===== config.mk =====
export PLATFORM = sky130hd
export DESIGN_NAME = writeback_controller_flat
export DESIGN_NICKNAME = d
export VERILOG_FILES = /design/src/rtl/writeback_controller_if.sv /design/src/rtl/writeback_controller.sv /design/src/flat_wrapper.sv
export SDC_FILE = /design/constraint.sdc
export NUM_CORES = 1
export LEC_CHECK = 0
export CAP_MARGIN = 20
export CORE_UTILIZATION = 40
export DETAILED_ROUTE_END_ITERATION = 8
export PLACE_DENSITY_LB_ADDON = 0.12
export SLEW_MARGIN = 5
export SYNTH_ARGS = -nofsm -noshare
export SYNTH_HDL_FRONTEND = slang
export SYNTH_SLANG_ARGS = --single-unit

===== constraint.sdc =====
create_clock -name clock -period 2.1 [get_ports clock]
set_clock_uncertainty 0.1 [all_clocks]
set_input_delay 0.315 -clock clock [delete_from_list [all_inputs] [get_ports clock]]
set_output_delay 0.315 -clock clock [all_outputs]
set_load 0.1 [all_outputs]

===== src/rtl/writeback_controller_if.sv =====
// writeback_controller_if: execute-to-writeback, register-file and fetch-handoff signals of the writeback stage
interface writeback_controller_if #(parameter int MINSTRET_W = 64);
  logic valid_pre_i;
  logic ready_pre_o;
  logic valid_post_o;
  logic ready_post_i;
  logic is_load_i;
  logic [2:0] load_type_i;
  logic [1:0] addr_lo_i;
  logic [31:0] rdata_i;
  logic [31:0] alu_result_i;
  logic rd_we_i;
  logic [4:0] rd_i;
  logic [31:0] next_pc_i;
  logic rf_we_o;
  logic [4:0] rf_waddr_o;
  logic [31:0] rf_wdata_o;
  logic [31:0] next_pc_o;
  logic commit_o;
  logic load_err_o;
  logic [MINSTRET_W-1:0] minstret_o;
  modport master (
    output valid_pre_i, ready_post_i, is_load_i, load_type_i, addr_lo_i, rdata_i,
           alu_result_i, rd_we_i, rd_i, next_pc_i,
    input  ready_pre_o, valid_post_o, rf_we_o, rf_waddr_o, rf_wdata_o, next_pc_o,
           commit_o, load_err_o, minstret_o
  );
  modport slave (
    input  valid_pre_i, ready_post_i, is_load_i, load_type_i, addr_lo_i, rdata_i,
           alu_result_i, rd_we_i, rd_i, next_pc_i,
    output ready_pre_o, valid_post_o, rf_we_o, rf_waddr_o, rf_wdata_o, next_pc_o,
           commit_o, load_err_o, minstret_o
  );
endinterface


===== src/rtl/writeback_controller.sv =====
// writeback_controller: latches one finished instruction, aligns load data, writes the register file, retires and hands off next PC
module writeback_controller #(
  parameter int MINSTRET_W = 64,
  parameter logic [31:0] RESET_PC_NEXT = 32'h8000_0000
) (
  input logic clock,
  input logic reset,
  writeback_controller_if.slave bus
);
  typedef enum logic [1:0] {IDLE, COMMIT, WAIT_READY} state_t;
  state_t state_q, state_d;
  logic is_load_q, rd_we_q, err;
  logic [2:0] load_type_q;
  logic [1:0] addr_lo_q;
  logic [4:0] rd_q;
  logic [31:0] rdata_q, alu_q, next_pc_q, next_pc_r, b, load_data;
  logic [15:0] h;
  logic [MINSTRET_W-1:0] minstret_q;
  always_ff @(posedge clock) begin
    if (reset) begin
      state_q <= IDLE;
      is_load_q <= 1'b0;
      load_type_q <= '0;
      addr_lo_q <= '0;
      rdata_q <= '0;
      alu_q <= '0;
      rd_we_q <= 1'b0;
      rd_q <= '0;
      next_pc_q <= '0;
      next_pc_r <= RESET_PC_NEXT;
      minstret_q <= '0;
    end else begin
      state_q <= state_d;
      if (state_q == IDLE && bus.valid_pre_i) begin
        is_load_q <= bus.is_load_i;
        load_type_q <= bus.load_type_i;
        addr_lo_q <= bus.addr_lo_i;
        rdata_q <= bus.rdata_i;
        alu_q <= bus.alu_result_i;
        rd_we_q <= bus.rd_we_i;
        rd_q <= bus.rd_i;
        next_pc_q <= bus.next_pc_i;
      end
      // Next PC is handed on even for a faulting load so fetch can proceed
      if (state_q == COMMIT) begin
        next_pc_r <= next_pc_q;
        if (!err) minstret_q <= minstret_q + MINSTRET_W'(1);
      end
    end
  end
  // funct3[1] selects word, funct3[0] halfword, funct3[2] suppresses sign extension
  always_comb begin
    b = rdata_q >> {addr_lo_q, 3'b000};
    h = addr_lo_q[1] ? rdata_q[31:16] : rdata_q[15:0];
    load_data = load_type_q[1] ? rdata_q :
                load_type_q[0] ? {{16{h[15] & ~load_type_q[2]}}, h} :
                                 {{24{b[7] & ~load_type_q[2]}}, b[7:0]};
    err = is_load_q && (load_type_q == 3'b011 || load_type_q[2:1] == 2'b11 ||
                        (load_type_q[1:0] == 2'b01 && addr_lo_q[0]) ||
                        (load_type_q == 3'b010 && addr_lo_q != 2'b00));
  end
  always_comb begin
    state_d = state_q;
    bus.ready_pre_o = 1'b0;
    bus.valid_post_o = 1'b0;
    bus.rf_we_o = 1'b0;
    bus.commit_o = 1'b0;
    bus.load_err_o = 1'b0;
    case (state_q)
      IDLE: begin
        bus.ready_pre_o = 1'b1;
        state_d = bus.valid_pre_i ? COMMIT : IDLE;
      end
      COMMIT: begin
        bus.rf_we_o = rd_we_q && rd_q != 5'd0 && !err;
        bus.commit_o = !err;
        bus.load_err_o = err;
        state_d = WAIT_READY;
      end
      default: begin
        bus.valid_post_o = 1'b1;
        state_d = bus.ready_post_i ? IDLE : WAIT_READY;
      end
    endcase
  end
  assign bus.rf_waddr_o = rd_q;
  assign bus.rf_wdata_o = is_load_q ? load_data : alu_q;
  assign bus.next_pc_o = next_pc_r;
  assign bus.minstret_o = minstret_q;
endmodule

===== src/flat_wrapper.sv =====
// flat-port wrapper written by rule: the top's interface ports become plain ports
module writeback_controller_flat 
#(
  parameter int MINSTRET_W = 64,
  parameter logic [31:0] RESET_PC_NEXT = 32'h8000_0000
)
  (clock, reset, bus_valid_pre_i, bus_ready_post_i, bus_is_load_i, bus_load_type_i, bus_addr_lo_i, bus_rdata_i, bus_alu_result_i, bus_rd_we_i, bus_rd_i, bus_next_pc_i, bus_ready_pre_o, bus_valid_post_o, bus_rf_we_o, bus_rf_waddr_o, bus_rf_wdata_o, bus_next_pc_o, bus_commit_o, bus_load_err_o, bus_minstret_o);
  writeback_controller_if #(.MINSTRET_W(MINSTRET_W)) bus_i ();
  input logic clock;
  input logic reset;
  input wire logic [$bits(bus_i.valid_pre_i)-1:0] bus_valid_pre_i;
  input wire logic [$bits(bus_i.ready_post_i)-1:0] bus_ready_post_i;
  input wire logic [$bits(bus_i.is_load_i)-1:0] bus_is_load_i;
  input wire logic [$bits(bus_i.load_type_i)-1:0] bus_load_type_i;
  input wire logic [$bits(bus_i.addr_lo_i)-1:0] bus_addr_lo_i;
  input wire logic [$bits(bus_i.rdata_i)-1:0] bus_rdata_i;
  input wire logic [$bits(bus_i.alu_result_i)-1:0] bus_alu_result_i;
  input wire logic [$bits(bus_i.rd_we_i)-1:0] bus_rd_we_i;
  input wire logic [$bits(bus_i.rd_i)-1:0] bus_rd_i;
  input wire logic [$bits(bus_i.next_pc_i)-1:0] bus_next_pc_i;
  output wire logic [$bits(bus_i.ready_pre_o)-1:0] bus_ready_pre_o;
  output wire logic [$bits(bus_i.valid_post_o)-1:0] bus_valid_post_o;
  output wire logic [$bits(bus_i.rf_we_o)-1:0] bus_rf_we_o;
  output wire logic [$bits(bus_i.rf_waddr_o)-1:0] bus_rf_waddr_o;
  output wire logic [$bits(bus_i.rf_wdata_o)-1:0] bus_rf_wdata_o;
  output wire logic [$bits(bus_i.next_pc_o)-1:0] bus_next_pc_o;
  output wire logic [$bits(bus_i.commit_o)-1:0] bus_commit_o;
  output wire logic [$bits(bus_i.load_err_o)-1:0] bus_load_err_o;
  output wire logic [$bits(bus_i.minstret_o)-1:0] bus_minstret_o;
  assign bus_i.valid_pre_i = bus_valid_pre_i;
  assign bus_i.ready_post_i = bus_ready_post_i;
  assign bus_i.is_load_i = bus_is_load_i;
  assign bus_i.load_type_i = bus_load_type_i;
  assign bus_i.addr_lo_i = bus_addr_lo_i;
  assign bus_i.rdata_i = bus_rdata_i;
  assign bus_i.alu_result_i = bus_alu_result_i;
  assign bus_i.rd_we_i = bus_rd_we_i;
  assign bus_i.rd_i = bus_rd_i;
  assign bus_i.next_pc_i = bus_next_pc_i;
  assign bus_ready_pre_o = bus_i.ready_pre_o;
  assign bus_valid_post_o = bus_i.valid_post_o;
  assign bus_rf_we_o = bus_i.rf_we_o;
  assign bus_rf_waddr_o = bus_i.rf_waddr_o;
  assign bus_rf_wdata_o = bus_i.rf_wdata_o;
  assign bus_next_pc_o = bus_i.next_pc_o;
  assign bus_commit_o = bus_i.commit_o;
  assign bus_load_err_o = bus_i.load_err_o;
  assign bus_minstret_o = bus_i.minstret_o;
  writeback_controller #(.MINSTRET_W(MINSTRET_W), .RESET_PC_NEXT(RESET_PC_NEXT)) u_core (.clock(clock), .reset(reset), .bus(bus_i));
endmodule

-- Yosys cells after proc, flatten, opt, wreduce, memory -nomap -nowiden
Index checks and enable logic that the tools add are counted.
- flip-flop bits (word level): 206
- output and inout port bits: 138
- memories kept: 0
- memory bits (writable): 0
- input bits: 112
- bits in latches: 0
- ROM bits: 0
- add/subtract/negate cells: 1
- equal/unequal tests: 5
- mux-type cells: 12
- bitwise gates (word level): 4
- reductions and logical operators: 15
- multiply operators: 0
- divide/modulo/power cells: 0
- order comparisons: 0
- shift operators: 1
- operators with widths (operator ; count):
    $mux 32 ; 3
    $add 64x1->64 const B ; 1
    $shr 32x5->8 ; 1
    $mux 16 ; 1
    $eq 3x2->1 const B ; 2
    $logic_and 1x1->1 ; 6
    $mux 1 ; 6
    $reduce_bool 5->1 ; 1
    $eq 2x1->1 const B ; 2
    $pmux 2 s2 ; 1
    $logic_or 1x1->1 ; 3
    $and 1x1->1 ; 2
    $eq 2x2->1 const B ; 1
    $logic_not 2->1 ; 1
    $mux 2 ; 1
    $not 1->1 ; 2
    $reduce_and 2->1 ; 1
    $reduce_bool 2->1 ; 1
    $reduce_or 2->1 ; 1
    $logic_not 1->1 ; 1

-- Logic depth before layout (Yosys ltp)
Gate-level depths: netlist of the first run.
- depth in word-level cells: 8
- gate-level depth with buffers: 9

-- Worst setup path after synthesis of the first run
Ideal clock, no wire load.
- path type: register to output
- start point: register u_core.addr_lo_q[0]
- end point: output bus_rf_wdata_o[20]
- slack: -1265 ps
- data required time: 1685 ps
- data arrival time: 2950 ps
- path buffers: 3
- cell stages (with the launch flop): 9
- cell sequence: dfxtp_1 buf_2 mux4_2 nand2b_1 a211oi_1 nor2b_1 clkbuf_1 clkbuf_1 a21oi_1
- word-level cells in the longest chain between the ends: 5
- ends and longest elaborated chain (element ; line ; RTL):
    start: declaration ; writeback_controller.sv:14 ; logic [1:0] addr_lo_q;
    start signal: assignment ; writeback_controller.sv:37 ; addr_lo_q <= bus.addr_lo_i;
    $shr 32x5->8 ; writeback_controller.sv:53 ; b = rdata_q >> {addr_lo_q, 3'b000};
    $and 1x1->1 ; writeback_controller.sv:57 ; {{24{b[7] & ~load_type_q[2]}}, b[7:0]};
    $mux 32 ; writeback_controller.sv:56 ; load_type_q[0] ? {{16{h[15] & ~load_type_q[2]}}, h} :
    $mux 32 ; writeback_controller.sv:55 ; load_data = load_type_q[1] ? rdata_q :
    $mux 32 ; writeback_controller.sv:87 ; assign bus.rf_wdata_o = is_load_q ? load_data : alu_q;
    end: declaration ; flat_wrapper.sv:25 ; output wire logic [$bits(bus_i.rf_wdata_o)-1:0] bus_rf_wdata_o;
No other way between the ends.

-- Worst setup path after layout of the first run
- start point: register u_core.addr_lo_q[0]
- end point: output bus_rf_wdata_o[8]
The elaborated chain is that of the path after synthesis.

==> results of run 1 <==
-- routing by layer --
metal / share of wire (%) / GRT usage (%) / wire, um / vias up
li1: - / - / - / 4680
met3: 7.6 / 6.87 / 2210 / 53
met1: 41 / 30.8 / 12000 / 4497
met5: 0 / 0 / 0 / -
met2: 49 / 41.6 / 14300 / 284
met4: 2.7 / 7.35 / 781 / 0
-- power by group through the flow --
stage,Clock (mW),Sequential (mW),Combinational [mW]
final,4.62,4.14,2.35
after global routing,4.86,4.15,2.47
after CTS,4.71,4.13,2.34
after detailed placement,0,4.21,2.26
after global placement,0,4.20,2.25
after floorplan,0,4.34,1.24
-- area by class of cell --
class | count | share of cell area [%]
Clock buffer | 35 | 5.17
Clock inverter | 7 | 0.925
Inverter | 16 | 0.411
Multi-Input combinational cell | 871 | 35.8
Sequential cell | 206 | 29.6
Tap cell | 280 | 2.40
Timing Repair Buffer | 370 | 25.7
-- cells by family after synthesis --
logic type	after synthesis	share of synthesized area (%)
buf+inv	100	4.39
fa+ha+maj	2	0.282
mux	4	0.621
flops	206	46.5
compound gates	290	18.1
xor+xnor	25	2.47
simple gates	550	27.7
-- timing repair --
| action | 4_1_cts | 5_1_grt |
|---|---|---|
| setup endpoints to repair | 51 | 84 |
| endpoints found under the hold margin | 0 | 0 |
| gates cloned | 1 | 2 |
| gates resized for setup | 47 | 59 |
| setup buffers | 9 | 4 |
| pin swaps | 21 | 27 |
-- state kept, by name, indices dropped and copies added (netlist names) --
name,count
u_core.bus.minstret_o,64
u_core.alu_q,32
u_core.bus.next_pc_o,32
u_core.next_pc_q,32
u_core.rdata_q,32
u_core.bus.rf_waddr_o,5
u_core.load_type_q,3
u_core.addr_lo_q,2
u_core.state_q,2
u_core.is_load_q,1
u_core.rd_we_q,1
-- cell usage after synthesis (2+ instances only) --
| cell | count |
|---|---|
| a211oi_1 | 2 |
| a21oi_1 | 204 |
| a31oi_1 | 7 |
| and2_1 | 2 |
| and3_1 | 4 |
| and4_1 | 5 |
| buf_1 | 8 |
| buf_2 | 2 |
| clkbuf_1 | 72 |
| dfxtp_1 | 206 |
| ha_1 | 2 |
| inv_1 | 15 |
| mux2_2 | 2 |
| nand2_1 | 338 |
| nand2b_1 | 4 |
| nand3_1 | 30 |
| nand3b_1 | 3 |
| nand4_1 | 30 |
| nor2_1 | 59 |
| nor2b_1 | 4 |
| nor3_1 | 17 |
| nor3b_1 | 2 |
| nor4_1 | 8 |
| o21ai_0 | 33 |
| o221ai_1 | 7 |
| o22ai_1 | 8 |
| o31ai_1 | 18 |
| or2_2 | 2 |
| or3_1 | 21 |
| or4_1 | 17 |
| xnor2_1 | 10 |
| xor2_1 | 15 |
-- worst max-delay path, cell delays in order, from the launching register on --
cell and delay [ns]:
dfxtp_4 0.34, buf_4 0.14, buf_6 0.12, mux2i_1 0.11, o31a_1 0.23, o21ai_1 0.15, buf_6 0.18, o22ai_2 0.08
a21oi_2 0.18, buf_12 0.20
-- metrics by stage --
stage	utilization, %	cell area (sq um)
finish	67.2	14600
global route	67.2	14600
CTS	65.6	14300
detailed placement	60.1	13100
global placement	60.1	13100
floorplan	-	9590
-- path summary, 6_finish.rpt --
check | start | to | slack [ns] | cells after the start
min | reset | u_core.bus.minstret_o[20] | 0.1 | 2
max | u_core.addr_lo_q[0] | bus_rf_wdata_o[8] | -0.55 | 9
max reg2reg | u_core.addr_lo_q[0] | u_core.bus.minstret_o[57] | -0.24 | 8
min reg2reg | u_core.next_pc_q[28] | u_core.bus.next_pc_o[28] | 0.35 | 2
==> impl_results.md, run 1 <==
* Clk sinks at 206
* Async set-reset flop share out of synthesis at 0%
* Average wire per standard cell at 16.4 um
* Mapped Avg Cell Area at 7.54 sq um
* Worst path required time at 1.68 ns
* CTS Buffer Depth at 3
* Post-Synthesis Cells at 1177
* Post-layout min period at 2.65 ns
* Failing checks: negative setup slack
* Most common cell after layout, fill and taps aside: nand2_1
* Status: finished with violations
* Yosys cell types at 52
* Peak Freq at 377 MHz
* Die X at 151 um
* Clk root buf: clkbuf_16
* Clock power frac at 41.6%
* Post-synth top flop: dfxtp_1
* Min Hold Slack at 0.0961 ns
* Worst Hold Class: in2reg
* Tot GR Track Use at 24.8%
* Most frequent cells in the layout: 331 x nand2_1, 192 x buf_4, 167 x a21oi_1, 136 x dfxtp_1, 110 x clkdlybuf4s50_1
* RSZ-0062 raised after global routing: yes
* WS Path Type: reg2out
* Final worst slack at -0.554 ns
* Largest cells by area after synthesis: dfxtp_1 46%, nand2_1 14%, a21oi_1 12%
* Synth area leader: dfxtp_1
* CTS Buf Count at 24
* Final Hold Viols at 0
* Antenna violations before repair at 2
* Register area at 4320 sq um
* Final GP Congestion at 0.894
* Initial Util at 40.8%
* Post-DRT Antenna Nets at 0
* CTS tree: done
* Crit path capture type: primary output
* Die footprint at 22800 sq um
* Sequential power share at 37.3%
* Final Setup Violations at 69
* Core Area at 21800 sq um
* TNS Setup at -19.89 ns
* Largest net degree at the start of global routing at 65
* Remaining Overflow, GRT at 0
* # fillers at 1849
* Startpoint types: register
* Ports at 250
* Maximum fanout along the worst path at 7
* Multi-input gate area at 5230 sq um
* Worst-skew pair later-pin latency at 0.51 ns
* LEAKAGE at 5.42 nW
* Final worst path period share at 126%
* Total Power at 11.1 mW
* Number of global-route vias before repair at 8939
* Pwr dens at 760 nW/um^2
* Ant diodes at 0
* Syn_nets at 1291
* Net Sw Frac at 29.0%
* Layout area overhead at 64.7%
* DP Worst Slack at -0.113 ns
* Synth Warn # at 0
* Slew Viols, Final at 0
* Post-DP HPWL at 20.3 mm
* Measured slew at the worst slew-check pin at 0.446 ns
* Max_cap viols at 0
* DRC violations left at 0
* Final cell count without fillers at 1785
* Share of cells above drive strength 1 at 32.3%
* Area fraction of the dominant cell type after synthesis at 46.5%
* Register area share after synthesis at 46.5%
* DR pass1 iterations at 5
* Max-slew headroom at 69.9%
* Synth Cell Area at 8870 sq um
* Die Ht at 151 um
* Routed WL at 29.3 mm
* Number of synthesized flops with an enable pin at 0
* Comb pwr share at 21.1%
* Row cnt at 54
* Placed instance count at 1729
* H-tree depth reported by CTS at 1
* Input/output buffers at 249
* Maximum VDD drop at 0.567 mV
* Vias at 9514
* Initial DRC count at 434
* Final nets at 1603
* Clock transition at the registers of the reported paths at 0.06 ns
* Via-to-Cell Ratio at 5.33
* First-pass GRT wire length at 45.1 mm
* Net Switching at 3.22 mW
* Crit path DAT at 2.24 ns
* Int Pwr at 7.88 mW
* Number of synthesized register bits at 206
* Post-CTS Hold Buffers at 0
Power figures use the tool's default switching activity.
==> run 2: changes to the inputs <==
Settings changed: CORE_ASPECT_RATIO set to 0.75.
==> impl_results.md, run 2 (synthesis results as in run 1) <==
* LEAKAGE at 5.52 nW
* Die Ht at 131 um
* Final Hold Viols at 0
* Final Setup Violations at 75
* Hold_sp: reset
* Slew Viols, Final at 0
* Average wire per standard cell at 17.9 um
* Clock transition at the registers of the reported paths at 0.06 ns
* Measured slew at the worst slew-check pin at 0.504 ns
* Most common cell after layout, fill and taps aside: nand2_1
* Routed WL at 32.3 mm
* Worst path required time at 1.68 ns
* CTS Buffer Depth at 3
* Ports at 250
* Startpoint types: register
* DP Worst Slack at -0.155 ns
* Post-CTS Hold Buffers at 0
* Final worst slack at -0.632 ns
* Final nets at 1621
* Max-slew headroom at 66.0%
* Maximum fanout along the worst path at 8
* Design Area, Final at 14900 sq um
* CTS Buf Count at 22
* Layout area overhead at 67.6%
* Pwr dens at 706 nW/um^2
* Die footprint at 22800 sq um
* Placed instance count at 1744
* Share of cells above drive strength 1 at 34.7%
* Max reg flops at 64
* Worst Hold Class: in2reg
* Number of global-route vias before repair at 8786
* Crit path DAT at 2.32 ns
* DP Area at 13200 sq um
* Post-DRT Antenna Nets at 0
* Ant diodes at 0
* Final GP Congestion at 0.917
* Row cnt at 46
* Tot GR Track Use at 26.3%
* Initial Util at 41.3%
* H-tree depth reported by CTS at 1
* Post-DP HPWL at 21.4 mm
* Final worst path period share at 130%
* Vias at 9788
* Core Area at 21500 sq um
* WS Path Type: reg2out
* Post-layout min period at 2.73 ns
* Remaining Overflow, GRT at 0
* Clk sinks at 206
* Crit path capture type: primary output
* RSZ-0062 raised after global routing: yes
* Worst-skew pair later-pin latency at 0.51 ns
* Most frequent cells in the layout: 324 x nand2_1, 202 x buf_4, 165 x a21oi_1, 135 x dfxtp_1, 110 x clkdlybuf4s50_1
* First-pass GRT wire length at 47.9 mm
* Total Power at 10.5 mW
* Maximum VDD drop at 0.604 mV
* Die X at 174 um
* DR pass1 iterations at 5
* Via-to-Cell Ratio at 5.41
* Antenna violations before repair at 0
* Initial DRC count at 840
* Failing checks: negative setup slack
* DRC violations left at 0
* Max_cap viols at 0
* Worst Setup SP: u_core.addr_lo_q[0]
* Clk root buf: clkbuf_16
* CTS tree: done
* Peak Freq at 366 MHz
* Min Hold Slack at 0.131 ns
* Status: finished with violations
* Largest net degree at the start of global routing at 73
* Final cell count without fillers at 1808
* FF-to-FF Start: u_core.addr_lo_q[0]
* Input/output buffers at 249
## run 2: cell types whose count changed in the layout (fill, tap and decap cells not counted), sizes merged
cell and delta:
clkbuf -4, buf +20, clkinv +2, bufinv -3
## run 2: worst paths after layout
path | to | slack (ns) | cells past startpoint
hold reg to reg | u_core.bus.next_pc_o[19] | 0.34 | 2
setup / recovery | bus_rf_wdata_o[10] | -0.63 | 8
setup reg to reg | u_core.bus.minstret_o[57] | -0.23 | 9
hold / removal | u_core.bus.minstret_o[51] | 0.13 | 2
## run 2: layout make-up
type                    instances  area, sq um
well taps                     288          360
clock inverters                 6         55.1
repair buffers                390         3970
multi-input cells             871         5440
clock buffers                  31          657
fillers                      1671         6600
flip-flops and latches        206         4330
inverters                      16         60.1
## run 2: metrics by stage
step                setup TNS, ns  utilization (%)
global placement            -2.03             61.4
global route               -28.39             69.3
floorplan                   -9.41                -
CTS                        -20.31             67.0
detailed placement          -3.91             61.4
finish                     -22.90             69.3
## run 2: power breakdown
part	switching [mW]	internal [mW]
Sequential	0.135	4.01
Combinational	1.53	0.916
Clock	1.61	2.29
## run 2: metal layers
metal,global-route usage [%],share of wire [%],vias up
met2,38.4,43,387
met5,0,0,-
met1,38.1,45,4614
li1,-,-,4732
met3,7.67,10,55
met4,5.57,2.2,0
## run 2: critical path, stage by stage (launching register included)
cell and delay, ns:
dfxtp_2 0.35, mux4_2 0.53, nand2b_4 0.12, buf_6 0.11
nor2_4 0.03, nor3b_4 0.22, buf_12 0.19, a21oi_4 0.08
buf_12 0.18
## run 2: timing repair
action,in CTS,in global routing
cloned,3,1
buffers inserted,17,9
endpoints found under the setup margin,62,83
resized for setup,67,89
pin swaps,45,46
